`src/rtl/psk_pkg.sv`:
```
// psk_pkg: shared constants, splitter state type and phase-rotation helpers for the PSK path
// Contents:
//   SAMPLE_W          carrier pattern width, reused by the modulator
//   BASE_PATTERN_DEF  default phase-0 carrier pattern
//   split_state_t     splitter FSM states
//   rot_step(bps)     rotation bits per symbol step
//   psk_pattern(...)  base pattern rotated right by sym*rot_step(bps), modulo 8
package psk_pkg;

    localparam int SAMPLE_W = 8;
    localparam logic [SAMPLE_W-1:0] BASE_PATTERN_DEF = 8'h0F;

    typedef enum logic {IDLE, BUSY} split_state_t;

    function automatic int rot_step(input int bps);
        return 8 >> bps;
    endfunction

    function automatic logic [SAMPLE_W-1:0] psk_pattern(
        input logic [SAMPLE_W-1:0] base,
        input logic [2:0]          sym,
        input int                  bps
    );
        logic [2:0] amt;
        // The 3-bit cast wraps the rotation amount modulo 8.
        amt = 3'(int'(sym) * rot_step(bps));
        // Rotating right by amt is the low half of the doubled pattern shifted by amt.
        return SAMPLE_W'({base, base} >> amt);
    endfunction

endpackage

```
`src/rtl/sync_fifo_fwft.sv`:
```
// sync_fifo_fwft: first-word-fall-through FIFO with level count and sticky underflow flag
// Ports:
//   clk, rst          clock, asynchronous active-low reset
//   wr, wdata, full   write request (ignored when full), write data, full flag
//   rd, rdata, empty  pop request (ignored when empty), head data (0 when empty), empty flag
//   level             current entry count
//   underflow         set by rd while empty, held until reset
module sync_fifo_fwft #(
    parameter int WIDTH = 8,
    parameter int DEPTH = 16
) (
    input  logic                     clk,
    input  logic                     rst,
    input  logic                     wr,
    input  logic [WIDTH-1:0]         wdata,
    output logic                     full,
    input  logic                     rd,
    output logic [WIDTH-1:0]         rdata,
    output logic                     empty,
    output logic [$clog2(DEPTH):0]   level,
    output logic                     underflow
);

    localparam int AW = $clog2(DEPTH);

    logic [WIDTH-1:0] mem [DEPTH];
    logic [AW-1:0]    wr_ptr, rd_ptr;
    logic             do_wr, do_rd;

    assign full  = level == (AW+1)'(DEPTH);
    assign empty = level == '0;
    // Fullness is judged before any same-cycle pop, so a pop at full never frees room that cycle.
    assign do_wr = wr && !full;
    assign do_rd = rd && !empty;
    assign rdata = empty ? '0 : mem[rd_ptr];

    always_ff @(posedge clk) begin
        if (do_wr) mem[wr_ptr] <= wdata;
    end

    always_ff @(posedge clk or negedge rst) begin
        if (!rst) begin
            wr_ptr    <= '0;
            rd_ptr    <= '0;
            level     <= '0;
            underflow <= 1'b0;
        end else begin
            if (do_wr) wr_ptr <= wr_ptr + 1'b1;
            if (do_rd) rd_ptr <= rd_ptr + 1'b1;
            level <= level + (AW+1)'(do_wr) - (AW+1)'(do_rd);
            if (rd && empty) underflow <= 1'b1;
        end
    end

endmodule

```
`src/rtl/psk_symbol_mapper.sv`:
```
// psk_symbol_mapper: splits host bytes LSB-first into PSK symbols and queues their rotated carrier patterns
// Ports:
//   clk, rst                 clock, asynchronous active-low reset
//   data_in, data_valid      host byte and its valid
//   data_ready               high when no byte is being split
//   sample, empty, read      FIFO head pattern, empty flag, pop request (modulator side)
//   full, level, underflow   FIFO full flag, entry count, sticky read-while-empty flag
module psk_symbol_mapper
    import psk_pkg::*;
#(
    parameter int                  BITS_PER_SYMBOL = 1,
    parameter logic [SAMPLE_W-1:0] BASE_PATTERN    = BASE_PATTERN_DEF,
    parameter int                  FIFO_DEPTH      = 16
) (
    input  logic                         clk,
    input  logic                         rst,
    input  logic [7:0]                   data_in,
    input  logic                         data_valid,
    output logic                         data_ready,
    output logic [SAMPLE_W-1:0]          sample,
    output logic                         empty,
    input  logic                         read,
    output logic                         full,
    output logic [$clog2(FIFO_DEPTH):0]  level,
    output logic                         underflow
);

    // 8-PSK gets a third, 2-bit symbol from bits [7:6], so round the symbol count up.
    localparam int         N_SYM    = (8 + BITS_PER_SYMBOL - 1) / BITS_PER_SYMBOL;
    localparam logic [2:0] LAST_IDX = 3'(N_SYM - 1);
    localparam logic [2:0] SYM_MASK = 3'((1 << BITS_PER_SYMBOL) - 1);

    split_state_t        state, state_nx;
    logic [7:0]          hold;
    logic [2:0]          idx;
    logic [2:0]          sym;
    logic                accept, wr;
    logic [SAMPLE_W-1:0] pattern;

    assign data_ready = state == IDLE;

    always_comb begin
        accept   = data_valid && state == IDLE;
        wr       = state == BUSY && !full;
        // Bits shifted in above bit 7 are zero, which zero-extends the short last 8-PSK symbol.
        sym      = 3'(hold >> (int'(idx) * BITS_PER_SYMBOL)) & SYM_MASK;
        pattern  = psk_pattern(BASE_PATTERN, sym, BITS_PER_SYMBOL);
        state_nx = accept ? BUSY : (wr && idx == LAST_IDX) ? IDLE : state;
    end

    always_ff @(posedge clk or negedge rst) begin
        if (!rst) begin
            state <= IDLE;
            hold  <= '0;
            idx   <= '0;
        end else begin
            state <= state_nx;
            if (accept) begin
                hold <= data_in;
                idx  <= '0;
            end else if (wr) begin
                idx <= idx + 3'd1;
            end
        end
    end

    sync_fifo_fwft #(
        .WIDTH(SAMPLE_W),
        .DEPTH(FIFO_DEPTH)
    ) u_fifo (
        .clk      (clk),
        .rst      (rst),
        .wr       (wr),
        .wdata    (pattern),
        .full     (full),
        .rd       (read),
        .rdata    (sample),
        .empty    (empty),
        .level    (level),
        .underflow(underflow)
    );

endmodule
```
`config.mk`:
```
export PLATFORM = sky130hd
export DESIGN_NAME = psk_symbol_mapper
export DESIGN_NICKNAME = d
export VERILOG_FILES = /design/src/rtl/psk_pkg.sv /design/src/rtl/sync_fifo_fwft.sv /design/src/rtl/psk_symbol_mapper.sv
export SDC_FILE = /design/constraint.sdc
export NUM_CORES = 1
export LEC_CHECK = 0
export ABC_CLOCK_PERIOD_IN_PS = 2600
export CAP_MARGIN = 20
export CELL_PAD_IN_SITES_DETAIL_PLACEMENT = 1
export CELL_PAD_IN_SITES_GLOBAL_PLACEMENT = 2
export CORE_AREA = 4 4 94 96
export DETAILED_ROUTE_END_ITERATION = 12
export DIE_AREA = 0 0 98 100
export PLACE_DENSITY_LB_ADDON = 0.1
export REMOVE_ABC_BUFFERS = 1
export SYNTH_ARGS = -nofsm -noshare
export SYNTH_HDL_FRONTEND = slang
export SYNTH_SLANG_ARGS = --single-unit
```
`constraint.sdc`:
```
create_clock -name clk -period 2.6 [get_ports clk]
set_input_delay 0.39 -clock clk [delete_from_list [all_inputs] [get_ports clk]]
set_output_delay 0.39 -clock clk [all_outputs]
set_load 0.01 [all_outputs]
```
==> flow_summary.ini <==
[status]
run_status = finished clean

[final_layout]
final_core_util_pct = 41.60
fillerInstances = 858
syn_to_final_growth_pct = 22.41
multiInputGateArea_um2 = 1006
final_design_area_no_fill_um2 = 3349
layout-drive-gt1-share_pct = 16.46
antenna_cells_inserted = 0
num-nets-final = 264
register_area_um2 = 1613

[floorplan]
start_util_pct = 33.99
die_area_um2 = 9800
fp.dieW_um = 98
die_h_um = 100
rows = 33
coreArea_um2 = 8051
top_level_ports = 29

[detailed_routing]
routed_antenna_nets = 0
top_signal_layer_used = met4
drt_wl_total_um = 5404
vias_per_cell = 4.609
route.detailed.drc = 0
wirelength_met1_um = 2364
dr_wl_met2_um = 2763
routedWlPerCell_um = 15.53
dr.pass1.iters = 3
dr_total_vias = 1604
drt_iter0_drc = 61
wl_met3_um = 206

[global_routing]
grt_first_pass_wirelength_um = 9232
total_routing_usage_gr_pct = 12.29
number_of_global_route_vias_before_repair = 1808
global_route.overflow_total = 0
maximum_number_of_pins_on_one_net_before_global_route_repair = 27
grt_antenna_before_repair = 0

[power_and_ir_drop]
cellLeakagePower_nw = 1.383
ir_drop_mv = 0.4221
power.density_nw_per_um2 = 1372

[setup_path]
worstSetupPathType = flop to primary output
cp-start-kind = flop
timing.critical_path.slowest_stage_cell = mux4_1
cp.arrival_ns = 2.07
crit_path_cell_trace = buf_12, mux4_1, a211oi_2, a211oi_2, dlygate4sd2_1
slowest_delay_ns = 0.60
sort_of_element_at_the_end_of_the_critical_path = primary output
critical-path-top-cell-by-count = a211oi_2
timing.critical_path.fanout_max = 5
worst-endpoint-required_ns = 2.21

[cts]
clk_root_buffer_cell = clkbuf_8
clk_pin_slew_worst_paths_ns = 0.06
cts_buffer_depth = 2
tritoncts.num_buffers = 9
clkLatencyLatePin_ns = 0.33
cts_tree = yes
clock-sinks = 58
postCtsHoldBufs = 0
htree_num_levels = 3

[place]
placement.cell_area_um2 = 3113
detailedPlacementHpwl_um = 3923
gp_congestion = 0.7106
portBuffers = 28

[sta]
max_clock_freq_mhz = 406.1
timing_worst_slew_pin_value_ns = 0.5681
final.period_utilization_pct = 94.71
post_layout_min_period_ns = 2.463
timing.setup.tns_ns = 0
clock-skew-final_ns = 0.01210
finalHoldViolCount = 0
setup_viol_count_final = 0
timing.max_slew.rel_slack_pct = 62.05
drv_slew = 0

[synthesis]
synth.ff_latch_count = 58
count_of_flip_flops_with_a_built_in_enable_after_synthesis = 32
synth_warnings = 0
mappedNetlistArea_um2 = 2736
synth-async-reset-ratio_pct = 44.83
synth_ff_type = edfxtp_1
seq_total_area_yosys_pct = 58.89
netlist-cell-type-count = 34
syn-instance-count = 201
postSynthAreaPerCell_um2 = 13.61

[min_path]
worstHoldPathType = primary input to async pin

[job]
maxCapViolations = 0
[cell type report]
class / instances / share of cell area, %
Clock buffer: 13 / 4.744
Clock inverter: 3 / 0.4109
Inverter: 15 / 1.681
Multi-Input combinational cell: 115 / 30.03
Sequential cell: 58 / 48.15
Tap cell: 105 / 3.922
Timing Repair Buffer: 39 / 11.06
[path summary, 6_finish.rpt]
path	startpoint	endpoint	slack, ns	cells past startpoint
setup / recovery	u_fifo.rd_ptr[0]	sample[4]	0.14	5
hold / removal	rst	u_fifo.level[1]	0.45	2
setup reg to reg	u_fifo.level[3]	u_fifo.level[4]	0.20	13
hold reg to reg	u_fifo.underflow	u_fifo.underflow	0.46	1
max in group asynchronous	rst	u_fifo.rd_ptr[0]	1.87	2
min in group clk	u_fifo.underflow	u_fifo.underflow	0.46	1
[worst max-delay path, delay by kind of cell, from the launching register on]
| kind | cells | cell delay, ns |
|---|---|---|
| buffers and inverters | 2 | 0.42 |
| multiplexers | 1 | 0.60 |
| AO/OA/AOI/OAI | 2 | 0.34 |
| flip-flops | 1 | 0.39 |
[power by group]
group / switching (mW) / internal (mW)
registers: 0.299 / 1.51
clock network: 0.327 / 0.392
logic: 1.04 / 1.03
total: 1.66 / 2.93
[cell usage in the layout (no fill, tap or decap), types with 2 or more instances in the layout]
cell and count:
nand2_1 34, edfxtp_1 32, dfrtp_1 25, clkdlybuf4s50_1 20, inv_1 14, and2_1 12, ha_1 12, clkbuf_8 11
buf_4 10, xnor2_1 7, mux4_2 5, mux4_1 5, nor3b_1 5, nor2b_1 4, a211oi_2 4, clkdlybuf4s15_1 4
dlygate4sd2_1 4, xor2_1 3, nand3_1 3, mux2i_1 2, a21oi_1 2, a21o_1 2, o21ai_0 2, nand4_1 2
clkbuf_1 2, clkinv_2 2
[registers in the layout, indices dropped and copies added (netlist names)]
| name | cells |
|---|---|
| u_fifo.underflow | 1 |
| u_fifo.mem | 32 |
| idx | 3 |
| u_fifo.rd_ptr | 4 |
| u_fifo.wr_ptr | 4 |
| u_fifo.level | 5 |
| hold | 8 |
| state | 1 |
[kinds of logic (layout without fill, tap and decap cells)]
logic type	after synthesis	in the layout	share of synthesized area, %
mux	14	14	10.56
flops	58	58	58.89
simple gates	65	65	12.53
fa+ha+maj	14	14	6.676
compound gates	12	12	2.881
xor+xnor	10	10	3.201
buf+inv	28	70	5.258
[metrics by stage]
stage / hold slack (ns) / setup slack [ns] / power (mW) / instances
2_1_floorplan: 0.09441 / 0.07354 / 2.964 / 188
3_3_place_gp: 0.4418 / 0.07658 / 3.738 / 328
3_5_place_dp: 0.4486 / 0.0007931 / 3.887 / 328
4_1_cts: 0.4433 / 0.03869 / 4.615 / 346
5_1_grt: 0.4470 / -0.01122 / 4.985 / 348
6_report: 0.4499 / 0.1375 / 4.596 / 348
[what timing repair did]
action,CTS,global route
endpoints found under the setup margin,8,9
pin swaps,0,2
setup buffers,2,2
gates resized for setup,12,11
[synthesized netlist by cell type, types with 4 or more instances]
master / instances / area (um^2)
buf_4: 6 / 45.04
mux4_2: 4 / 90.09
dfrtp_1: 26 / 650.6
a211oi_1: 4 / 30.03
nor2b_1: 4 / 25.02
ha_1: 13 / 162.7
inv_1: 14 / 52.55
mux4_1: 6 / 157.7
nor3b_1: 5 / 37.54
and2_1: 12 / 75.07
nand2_1: 34 / 127.6
xnor2_1: 7 / 61.31
edfxtp_1: 32 / 960.9
[layer usage]
metal	vias to the layer above	GRT usage, %
li1	771	-
met1	795	14.54
met2	31	20.84
met3	7	4.239
met4	0	4.473
met5	-	0
(Power assumes the default switching activity.)
